===== src/rtl/svnseg_source_arbiter.sv =====
// rtl/svnseg_source_arbiter.sv - round-robin owner of the 4-digit seven-segment display
// Grants one requester at a time, holds it for HOLD_CYCLES, then rotates.
module svnseg_source_arbiter #(
   parameter int          NUM_SRC     = 4,
   parameter logic [23:0] HOLD_CYCLES = 24'd1000
) (
   input  logic                   clk,
   input  logic                   rst,
   input  logic [NUM_SRC-1:0]     req,
   input  logic [16*NUM_SRC-1:0]  value,
   output logic [NUM_SRC-1:0]     grant,
   output logic [1:0]             active_src,
   output logic                   blank,
   output logic [3:0]             num3,
   output logic [3:0]             num2,
   output logic [3:0]             num1,
   output logic [3:0]             num0
);

   typedef enum logic [1:0] {S_IDLE, S_HOLD, S_OPEN} state_t;

   state_t             state_q, state_d;
   logic [23:0]        timer_q, timer_d;
   logic [1:0]         last_q, last_d;
   logic [1:0]         active_d;
   logic [NUM_SRC-1:0] grant_d;
   logic               blank_d;
   logic [15:0]        disp_q, disp_d;

   logic [3:0]         cand4;
   logic [3:0]         onehot4;
   logic [63:0]        value4;
   logic [1:0]         scan_idx;
   logic [1:0]         pick_idx;
   logic               pick_found;
   logic               own_req;
   logic               decide;
   logic               take;

   // Candidates exclude the current owner, so an open grant only moves to another source.
   assign cand4   = 4'(req & ~grant);
   assign value4  = 64'(value);
   assign own_req = |(req & grant);
   assign onehot4 = 4'b0001 << pick_idx;

   always_comb begin
      pick_found = 1'b0;
      pick_idx   = 2'd0;
      scan_idx   = 2'd0;
      for (int k = 1; k <= NUM_SRC; k++) begin
         scan_idx = 2'((int'(last_q) + k) % NUM_SRC);
         if (!pick_found && cand4[scan_idx]) begin
            pick_found = 1'b1;
            pick_idx   = scan_idx;
         end
      end
   end

   // Hold expiry is evaluated like OPEN so a grant lasts exactly HOLD_CYCLES when contended.
   always_comb begin
      state_d  = state_q;
      timer_d  = timer_q;
      last_d   = last_q;
      active_d = active_src;
      grant_d  = grant;
      blank_d  = blank;
      decide   = (state_q == S_OPEN) || (state_q == S_HOLD && timer_q == 24'd0);
      take     = pick_found && (state_q == S_IDLE || decide);
      if (take) begin
         state_d  = S_HOLD;
         timer_d  = HOLD_CYCLES - 24'd1;
         last_d   = pick_idx;
         active_d = pick_idx;
         grant_d  = onehot4[NUM_SRC-1:0];
         blank_d  = 1'b0;
      end else if (decide && !own_req) begin
         state_d  = S_IDLE;
         timer_d  = 24'd0;
         active_d = 2'd0;
         grant_d  = '0;
         blank_d  = 1'b1;
      end else if (decide) begin
         state_d = S_OPEN;
      end else if (state_q == S_HOLD) begin
         timer_d = timer_q - 24'd1;
      end
      disp_d = (state_d == S_IDLE || blank) ? 16'h0000 : value4[{active_src, 4'b0000} +: 16];
   end

   always_ff @(posedge clk) begin
      if (rst) begin
         state_q    <= S_IDLE;
         timer_q    <= 24'd0;
         last_q     <= 2'(NUM_SRC - 1);
         active_src <= 2'd0;
         grant      <= '0;
         blank      <= 1'b1;
         disp_q     <= 16'h0000;
      end else begin
         state_q    <= state_d;
         timer_q    <= timer_d;
         last_q     <= last_d;
         active_src <= active_d;
         grant      <= grant_d;
         blank      <= blank_d;
         disp_q     <= disp_d;
      end
   end

   assign num3 = disp_q[15:12];
   assign num2 = disp_q[11:8];
   assign num1 = disp_q[7:4];
   assign num0 = disp_q[3:0];

endmodule

===== config.mk =====
export PLATFORM = sky130hd
export DESIGN_NAME = svnseg_source_arbiter
export DESIGN_NICKNAME = d
export VERILOG_FILES = /design/src/rtl/svnseg_source_arbiter.sv
export SDC_FILE = /design/constraint.sdc
export NUM_CORES = 1
export LEC_CHECK = 0
export ABC_AREA = 1
export CAP_MARGIN = 25
export CORE_ASPECT_RATIO = 1.4
export CORE_UTILIZATION = 64
export DETAILED_ROUTE_END_ITERATION = 8
export DONT_BUFFER_PORTS = 1
export PLACE_DENSITY = 0.85
export SYNTH_ARGS = -nofsm -noshare
export SYNTH_HDL_FRONTEND = slang
export SYNTH_SLANG_ARGS = --single-unit

===== constraint.sdc =====
create_clock -name clk -period 2 [get_ports clk]
set_input_delay 0.4 -clock clk [delete_from_list [all_inputs] [get_ports clk]]
set_output_delay 0.4 -clock clk [all_outputs]
set_load 0.1 [all_outputs]

==> key figures <==
Layout
  – Commonest cells after routing, fill and taps aside: 98 x nor2_1, 95 x nand2_1, 47 x inv_1
  – P&R area growth vs syn: 10.4%
  – Area of the multi-input gates: 1880 um2
  – Storage element area: 1030 um2
  – Commonest non-fill, non-tap cell in the layout: nor2_1
  – Final nets: 592
  – Fin cells: 584
  – Antenna Cells: 0
  – Layout cell share with drive strength beyond 1: approximately 16%
  – Filler Cells Inserted: ~380
  – Post-layout util: 72.9%

Timing
  – Max Clock Freq: between 0.5 and 0.6 GHz
  – Final number of setup-violating endpoints: 0
  – Worst-margin pin slew: roughly 530 ps
  – Unrepaired setup endpoints after global routing: yes
  – Setup Skew: approximately 6.5 ps
  – Crit path time final: around 1900 ps
  – Slew headroom: between 60% and 70%
  – Worst hold margin: roughly 160 ps
  – Fin. Hold Viols: 0
  – Final slew viol count: 0
  – Setup ws final: between 50 and 60 ps
  – Period utilization: a little over nine tenths

Logic synthesis
  – Mux share of post-synthesis cell area: 0%
  – Main combinational cell family by area after synthesis: simple AND/OR/NAND/NOR gates
  – Mapped Cells: around 500
  – Post-synthesis xor/xnor area fraction: under 10%
  – Synthesized area: between 3000 and 4000 um2
  – Post-synthesis average cell area: 6.42 um2
  – Sequential share of the synthesized area: 31.9%
  – Synth Area in Compound Gates: between 10 and 15%
  – Register bit count reported by yosys: 51
  – Synth cell types: 35
  – Synth warn: 0
  – Synthesized net count: 570
  – Adder-cell share of the synthesized area: 0.782%
  – Synth Area in Simple Gates: between 30% and 40%

Placed design
  – Final Wtd Congestion: 0.961
  – Placed cell count: roughly 570
  – Hpwl dp: ~6.0 mm
  – Buffers on Ports: 0
  – Pre-CTS setup slack: 101 ps

Worst setup path
  – Endpoint type of the worst setup path: flop
  – Req. time, crit path: 2240 ps
  – Worst setup SP type: flop
  – Crit Path Class: reg2reg
  – Crit path max fanout: 12
  – Worst EP arrival: roughly 2200 ps

CTS
  – CTS sink cnt: 51
  – Num CTS Buffers: 5
  – Cts hold-fix bufs: 0
  – CTS Root Cell: clkbuf_8
  – Clk buf depth: 2
  – Clock-pin slew on the worst setup and hold paths: 90 ps
  – H-tree depth: 2
  – CTS tree: yes
  – Clock latency on the worst-skew pair: 300 ps

Die
  – # IOs: 93
  – Die ar.: around 5300 um2
  – Chip Height: about 86 um
  – Row cnt: 30
  – Die W: between 60 and 70 um
  – Core area: 4840 um2
  – Initial Util: roughly 66%

Global route
  – GRT overflow: 0
  – First-pass GRT wire length: 12.5 mm
  – GRT Util Overall: a little under a third
  – Largest net degree at the start of global routing: 34
  – Number of global-route vias before repair: ~2.9k
  – Initial antenna violation count: 0

Route
  – ANT nets after route: 0
  – DRT Wirelength: roughly 8.1 mm
  – Drt initial violations: between 200 and 250
  – DRC viols: 0
  – Vias post-DR: between 3k and 4k
  – Drt first pass iters: 5
  – Vias per Instance: around 5.6
  – DR WL/cell: between 10 and 15 um

Hold path
  – Hold WC Path Type: in2reg

Power
  – P_leak: about 1.6 nW
  – Max VDD drop: approximately 1100 uV
  – Pwr dens: ~1600 nW/um2

Status
  – Status: complete, no violations

Job
  – Max cap viols: 0
## sequential cells by signal (all words and copies together) (netlist names)
name,flops
state_q,2
disp_q,16
last_q,2
timer_q,24
blank,1
grant,4
active_src,2
## cells in the mapped netlist
library cell / instances / share of area [%]
nand4_1: 12 / 2.3
inv_4: 1 / 0.20
nor2_4: 1 / 0.35
or2_2: 2 / 0.39
a21oi_1: 25 / 3.9
xor2_1: 4 / 1.1
a22o_1: 1 / 0.27
buf_2: 2 / 0.31
nand4_2: 1 / 0.39
nand2_2: 8 / 1.6
inv_1: 48 / 5.6
a31oi_1: 1 / 0.20
nor3_1: 4 / 0.63
nand3_4: 1 / 0.55
inv_2: 1 / 0.12
o21ai_0: 36 / 5.6
o21ai_1: 4 / 0.63
nand2_4: 1 / 0.35
clkbuf_1: 8 / 0.94
nor3_2: 1 / 0.31
nor2_1: 98 / 12
nand3_1: 36 / 5.6
xnor2_1: 11 / 3.0
a21boi_0: 1 / 0.23
nand3_2: 5 / 1.6
ha_1: 2 / 0.78
dfxtp_1: 51 / 32
buf_6: 4 / 1.4
nor2_2: 11 / 2.2
nand2_1: 95 / 11
nor3b_2: 1 / 0.39
o22ai_1: 16 / 3.1
buf_1: 1 / 0.12
buf_4: 3 / 0.70
buf_8: 1 / 0.47
## where the power goes
group,internal [mW],switching [mW]
Sequential,1.23,0.185
Clock,0.367,0.326
Combinational,1.01,2.59
Total,2.61,3.10
## through the flow
step | total power [mW] | TNS [ps] | cell area (um2)
4_1_cts | 5.62 | 0 | 3490
2_1_floorplan | 4.33 | 0 | 3200
3_5_place_dp | 4.91 | 0 | 3380
6_report | 5.71 | 0 | 3530
5_1_grt | 6.11 | -397 | 3530
3_3_place_gp | 4.84 | 0 | 3380
## routing by layer
metal	GRT usage [%]	wire (um)
met1	33.4	3130
met2	55.1	4290
met3	5.88	376
met4	14.3	276
met5	0	0
## final timing paths
path / start / to / slack, ps / depth (start not counted)
setup / recovery: timer_q[0]$_SDFFE_PP0P_ / grant[1]$_SDFFE_PP0P_ / 50 / 11
hold / removal: rst / timer_q[8]$_SDFFE_PP0P_ / 160 / 1
setup reg to reg: timer_q[0]$_SDFFE_PP0P_ / grant[1]$_SDFFE_PP0P_ / 50 / 11
hold reg to reg: timer_q[13]$_SDFFE_PP0P_ / timer_q[13]$_SDFFE_PP0P_ / 490 / 2
## worst max-delay path: stages, from the launching register on
cell and delay [ps]:
dfxtp_1 330, inv_1 140, ha_1 190, nand2_1 70, nor3_2 200, nand2_2 130
nand2_2 110, nand2_2 60, buf_4 180, nor2_2 200, nand3_1 170, nand2_1 100
## layout make-up
cell class | count | area share (%)
multi-input combinational | 379 | 53.2
inverter | 50 | 5.49
clock inverter | 1 | 0.850
clock buffer | 6 | 2.06
sequential | 51 | 29.1
tap | 64 | 2.27
timing repair buffer | 33 | 7.02
## timing repair
| action | in CTS | in global routing |
|---|---|---|
| setup endpoints to repair | 0 | 13 |
| buffers inserted | 0 | 3 |
| resized for setup | 0 | 3 |
| endpoints found under the hold margin | 0 | 0 |
## cell families after synthesis
family	count (synthesis)
XOR/XNOR	15
AND/OR/NAND/NOR	277
adder cells (fa/ha/maj)	2
flip-flops	51
buffers and inverters	69
AO/OA/AOI/OAI	84
No activity file was read; power rests on OpenSTA's default activity.
==> patch 1: new RTL, same settings <==
Change the parameter `NUM_SRC` from 4 to 3.
--- a/src/rtl/svnseg_source_arbiter.sv
+++ b/src/rtl/svnseg_source_arbiter.sv
@@ -1,7 +1,7 @@
 // rtl/svnseg_source_arbiter.sv - round-robin owner of the 4-digit seven-segment display
 // Grants one requester at a time, holds it for HOLD_CYCLES, then rotates.
 module svnseg_source_arbiter #(
-   parameter int          NUM_SRC     = 4,
+   parameter int          NUM_SRC     = 3,
    parameter logic [23:0] HOLD_CYCLES = 24'd1000
 ) (
    input  logic                   clk,
Ports: changed (resized grant, req and value); port bits go from 93 to 75. The function was not compared with the original's and may differ.
==> patch 1 against the original RTL <==
Power up 7.2%; combinational power up 12%; sequential cell count down 1; first-iteration DRC count down 32%; final area down 6.1%; sequential share of layout area up 1.3 points; critical path depth up 1; routed wire length down 15%; largest power group unchanged; worst setup slack better by 0.075 ns; die area down 8.8%; synthesized area down 9.0%; synthesized cell count down 15%; non-clock buffer count up 1.
==> patch 1: results (changes against the original RTL) <==
Parameter                              Value

Logic synthesis
  Post-synthesis share of cell area spent on xor and xnor gates ... 0.0542 (+0.0131)
  Synthesized-area fraction occupied by adder cells ... 0.0215 (+0.0137)
  Cells taking the most area after synthesis ... dfxtp_1 (34%), nand2_1 (11%), nor2_1 (10%)
  Leading post-synthesis cells by instance count ... nand2_1 (85), nor2_1 (81), dfxtp_1 (50)
  Synth Area in Compound Gates ... 0.159 (+0.0186)
  Distinct cell type count after synthesis ... 31 (-11%)
  Post-synthesis sequential area ratio ... 0.344 (+0.0247)
  Syn Inst Count ... 424 (-15%)

Layout
  Clock buffer and inverter area fraction after layout ... 0.0287 (-0.000378)
  Fill count ... 341 (-9.5%)
  Layout buffer count excluding clock buffers ... 34 (+3.0%)
  Multi-input gate share of total cell area ... 0.510 (-0.0221)
  Relative area of non-clock buffer cells in the final design ... 0.0894 (+0.0193)
  Layout cell share with drive strength beyond 1 ... 0.184 (+0.0279)
  Inverters ... 39 (-22%)
  Multi-input gates ... 321 (-15%)
  Area taken by flip-flops and latches ... 1010 sq um (-1.9%)
  Utilization after layout ... 0.769 (+0.0403)

Power and ir drop
  Portion of total power attributed to the clock network ... 0.102 (-0.019)
  Maximum ir drop on the vdd rail ... 1.37 mV (+24%)
  Cell internal power dissipation ... 2.81 mW (+7.6%)

Placed design
  Standard cell area after detailed placement ... 3150 sq um (-6.8%)
  Worst slack at placement ... 0.0103 ns (-0.0910 ns)
  Placed instance count ... 500 (-13%)
  Final HPWL DP ... 5.08 mm (-15%)

Setup path
  Maximum fanout along the worst path ... 10 (-2)

Detailed routing
  DR WL met3 ... 275 um (-27%)
  Number of DRC violations after detailed-routing iteration 0 ... 153 (-32%)
  Vias per cell ... 5.62 (-0.44%)
  Detailed-route wire length per cell ... 13.5 um (-2.6%)
  M1 wire length ... 2.78 mm (-11%)

Global route
  Global-route wire length before repair ... 10.6 mm (-15%)
  Global Route met1 Usage ... 0.318 (-0.0163)
  Global-route usage over all layers ... 0.284 (-0.0242)
  Number of global-route vias before repair ... 2575 (-12%)
  Pin count of the biggest net entering global routing ... 22 (-35%)

Clock tree
  Sink count of the clock tree ... 50 (-2.0%)

Status
  Run status ... finished, final reports clean

Timing
  Headroom to the max-slew limit ... 0.286 (-0.358)
[patch 1: cell count changes after synthesis, sizes merged, moves of 4 or more]
cell,change
nor2,-18
nand2,-13
o21ai,-7
a2bb2oi,+16
o22ai,-16
inv,-12
nand3,-21
nand3b,+4
[patch 1: kinds of logic (layout without fill, tap and decap cells)]
family	after synthesis	count (layout)
buffers and inverters	53	81
AND/OR/NAND/NOR	224	224
AO/OA/AOI/OAI	74	74
flip-flops	50	50
XOR/XNOR	18	18
adder cells (fa/ha/maj)	5	5
[patch 1: path summary, 6_finish.rpt]
check                                             start                       to  slack, ns  cells past startpoint
worst min register to register    state_q[1]$_SDFF_PP0_    state_q[1]$_SDFF_PP0_       0.50                      2
worst min-delay path                                rst  timer_q[0]$_SDFFE_PP0P_       0.15                      1
worst max register to register  timer_q[0]$_SDFFE_PP0P_  timer_q[3]$_SDFFE_PP0P_       0.13                     12
worst max-delay path            timer_q[0]$_SDFFE_PP0P_  timer_q[3]$_SDFFE_PP0P_       0.13                     12
==> patch 2: new RTL, config.mk and constraints unchanged <==
Made on the original files. The 3 states of `state_t` get a one-hot encoding in 3 bits.
--- a/src/rtl/svnseg_source_arbiter.sv
+++ b/src/rtl/svnseg_source_arbiter.sv
@@ -17,7 +17,7 @@
    output logic [3:0]             num0
 );
 
-   typedef enum logic [1:0] {S_IDLE, S_HOLD, S_OPEN} state_t;
+   typedef enum logic [2:0] {S_IDLE = 3'b001, S_HOLD = 3'b010, S_OPEN = 3'b100} state_t;
 
    state_t             state_q, state_d;
    logic [23:0]        timer_q, timer_d;
Function: same outputs for any inputs over 4 cycles, from zero or initial values and one cycle with rst high; so few cycles prove little.
==> patch 2 against the original RTL <==
Count of clock-buffer cells in the layout fell by 1; sequential cell count grew 1; synthesized area up 0.35%; critical endpoint is now timer_q[16]$_SDFFE_PP0P_; die area increased by 0.34%; routed wire length shrank 1.7%; power is 5.9% higher; cell count is 3.6% lower; worst hold slack got worse by 0.012 ns; clock power is 12% lower; worst setup slack improved by 0.016 ns; final area increased by 3.3%; non-clock buffer count grew 8; largest cell class unchanged.
==> patch 2: results (changes against the original RTL) <==
Parameter                              Value

Logic synthesis
  Synthesized-area fraction occupied by adder cells ... 0.00390 (-0.00393)
  Synth Area in Compound Gates ... 0.156 (+0.0159)
  Post-Syn Nets ... 538 (-5.6%)
  Cells taking the most area after synthesis ... dfxtp_1 (32%), nand2_1 (15%), nor2_1 (6.7%)
  Post-synthesis share of cell area spent on xor and xnor gates ... 0.0355 (-0.00560)
  Post-synthesis sequential area ratio ... 0.324 (+0.00512)
  Distinct cell type count after synthesis ... 38 (+8.6%)
  Leading post-synthesis cells by instance count ... nand2_1 (127), nor2_1 (57), dfxtp_1 (52)

Global route
  Number of global-route vias before repair ... 2800 (-4.5%)
  Pin count of the biggest net entering global routing ... 35 (+2.9%)
  Global-route usage over all layers ... 0.286 (-0.0229)
  Global-route wire length before repair ... 11.6 mm (-6.9%)

Detailed routing
  Vias per cell ... 5.86 (+3.8%)
  Final Routed Wirelength ... 7.94 mm (-1.7%)

Setup path
  R2R cell count ... 10 (-1)
  Capture point of the critical path ... timer_q[16]$_SDFFE_PP0P_
  Data arrival, critical path ... 2.14 ns (-0.05 ns)
  CP Launch Point ... timer_q[16]$_SDFFE_PP0P_
  Reg2Reg Setup Slack ... 0.07 ns (+0.02 ns)

Layout
  Layout cell share with drive strength beyond 1 ... 0.220 (+0.0647)
  Fin cells ... 563 (-3.6%)
  Number of nets in the layout ... 569 (-3.9%)

Power and ir drop
  Leakage power ... 1.61 nW (about the same)
  Maximum ir drop on the vdd rail ... 1.25 mV (+14%)

Timing
  Hold slack final ... 0.144 ns (-0.0116 ns)
  Headroom to the max-slew limit ... 0.431 (-0.213)
  Skew final ... 0.00439 ns (-0.00208 ns)
  Period minus WS final ... 1.93 ns (-0.0158 ns)

Placed design
  Placed instance count ... 545 (-4.9%)
  Final RePlAce weighted congestion ... 0.932 (-3.0%)
  Standard cell area after detailed placement ... 3430 sq um (+1.5%)
  Worst slack at placement ... 0.0161 ns (-0.0852 ns)
  Final HPWL DP ... 5.81 mm (-3.3%)

Hold path
  Hold-critical path endpoint ... grant[0]$_SDFFE_PP0P_

Status
  Run status ... finished, final reports clean
patch 2: repair_timing:
action | in CTS | in global routing
pin swaps | 0 | 5
gates cloned | 0 | 2
setup endpoints to repair | 1 | 46
setup buffers | 0 | 8
gates resized for setup | 1 | 9
hold endpoints to repair | 0 | 0
patch 2: routing by layer:
layer  GRT usage  routed length, um  vias up  share of wire
li1            -                  -     1620              -
met4       0.107                168        0          0.021
met3      0.0543                424       20          0.053
met1       0.318               3110     1514           0.39
met2       0.514               4230      144           0.53
met5           0                  0        -              0
patch 2: final cells by class:
cell class	count	area [sq um]
Clock buffer	5	68.8
Clock inverter	3	22.5
Fill cell	347	1190
Inverter	36	144
Multi-Input combinational cell	361	1960
Sequential cell	52	1050
Tap cell	64	80.1
Timing Repair Buffer	41	320
Timing Repair inverter	1	5.00
patch 2: power breakdown:
part / internal, mW / switching [mW]
combinational: 1.23 / 2.70
clock: 0.251 / 0.360
sequential: 1.28 / 0.214
total: 2.77 / 3.28
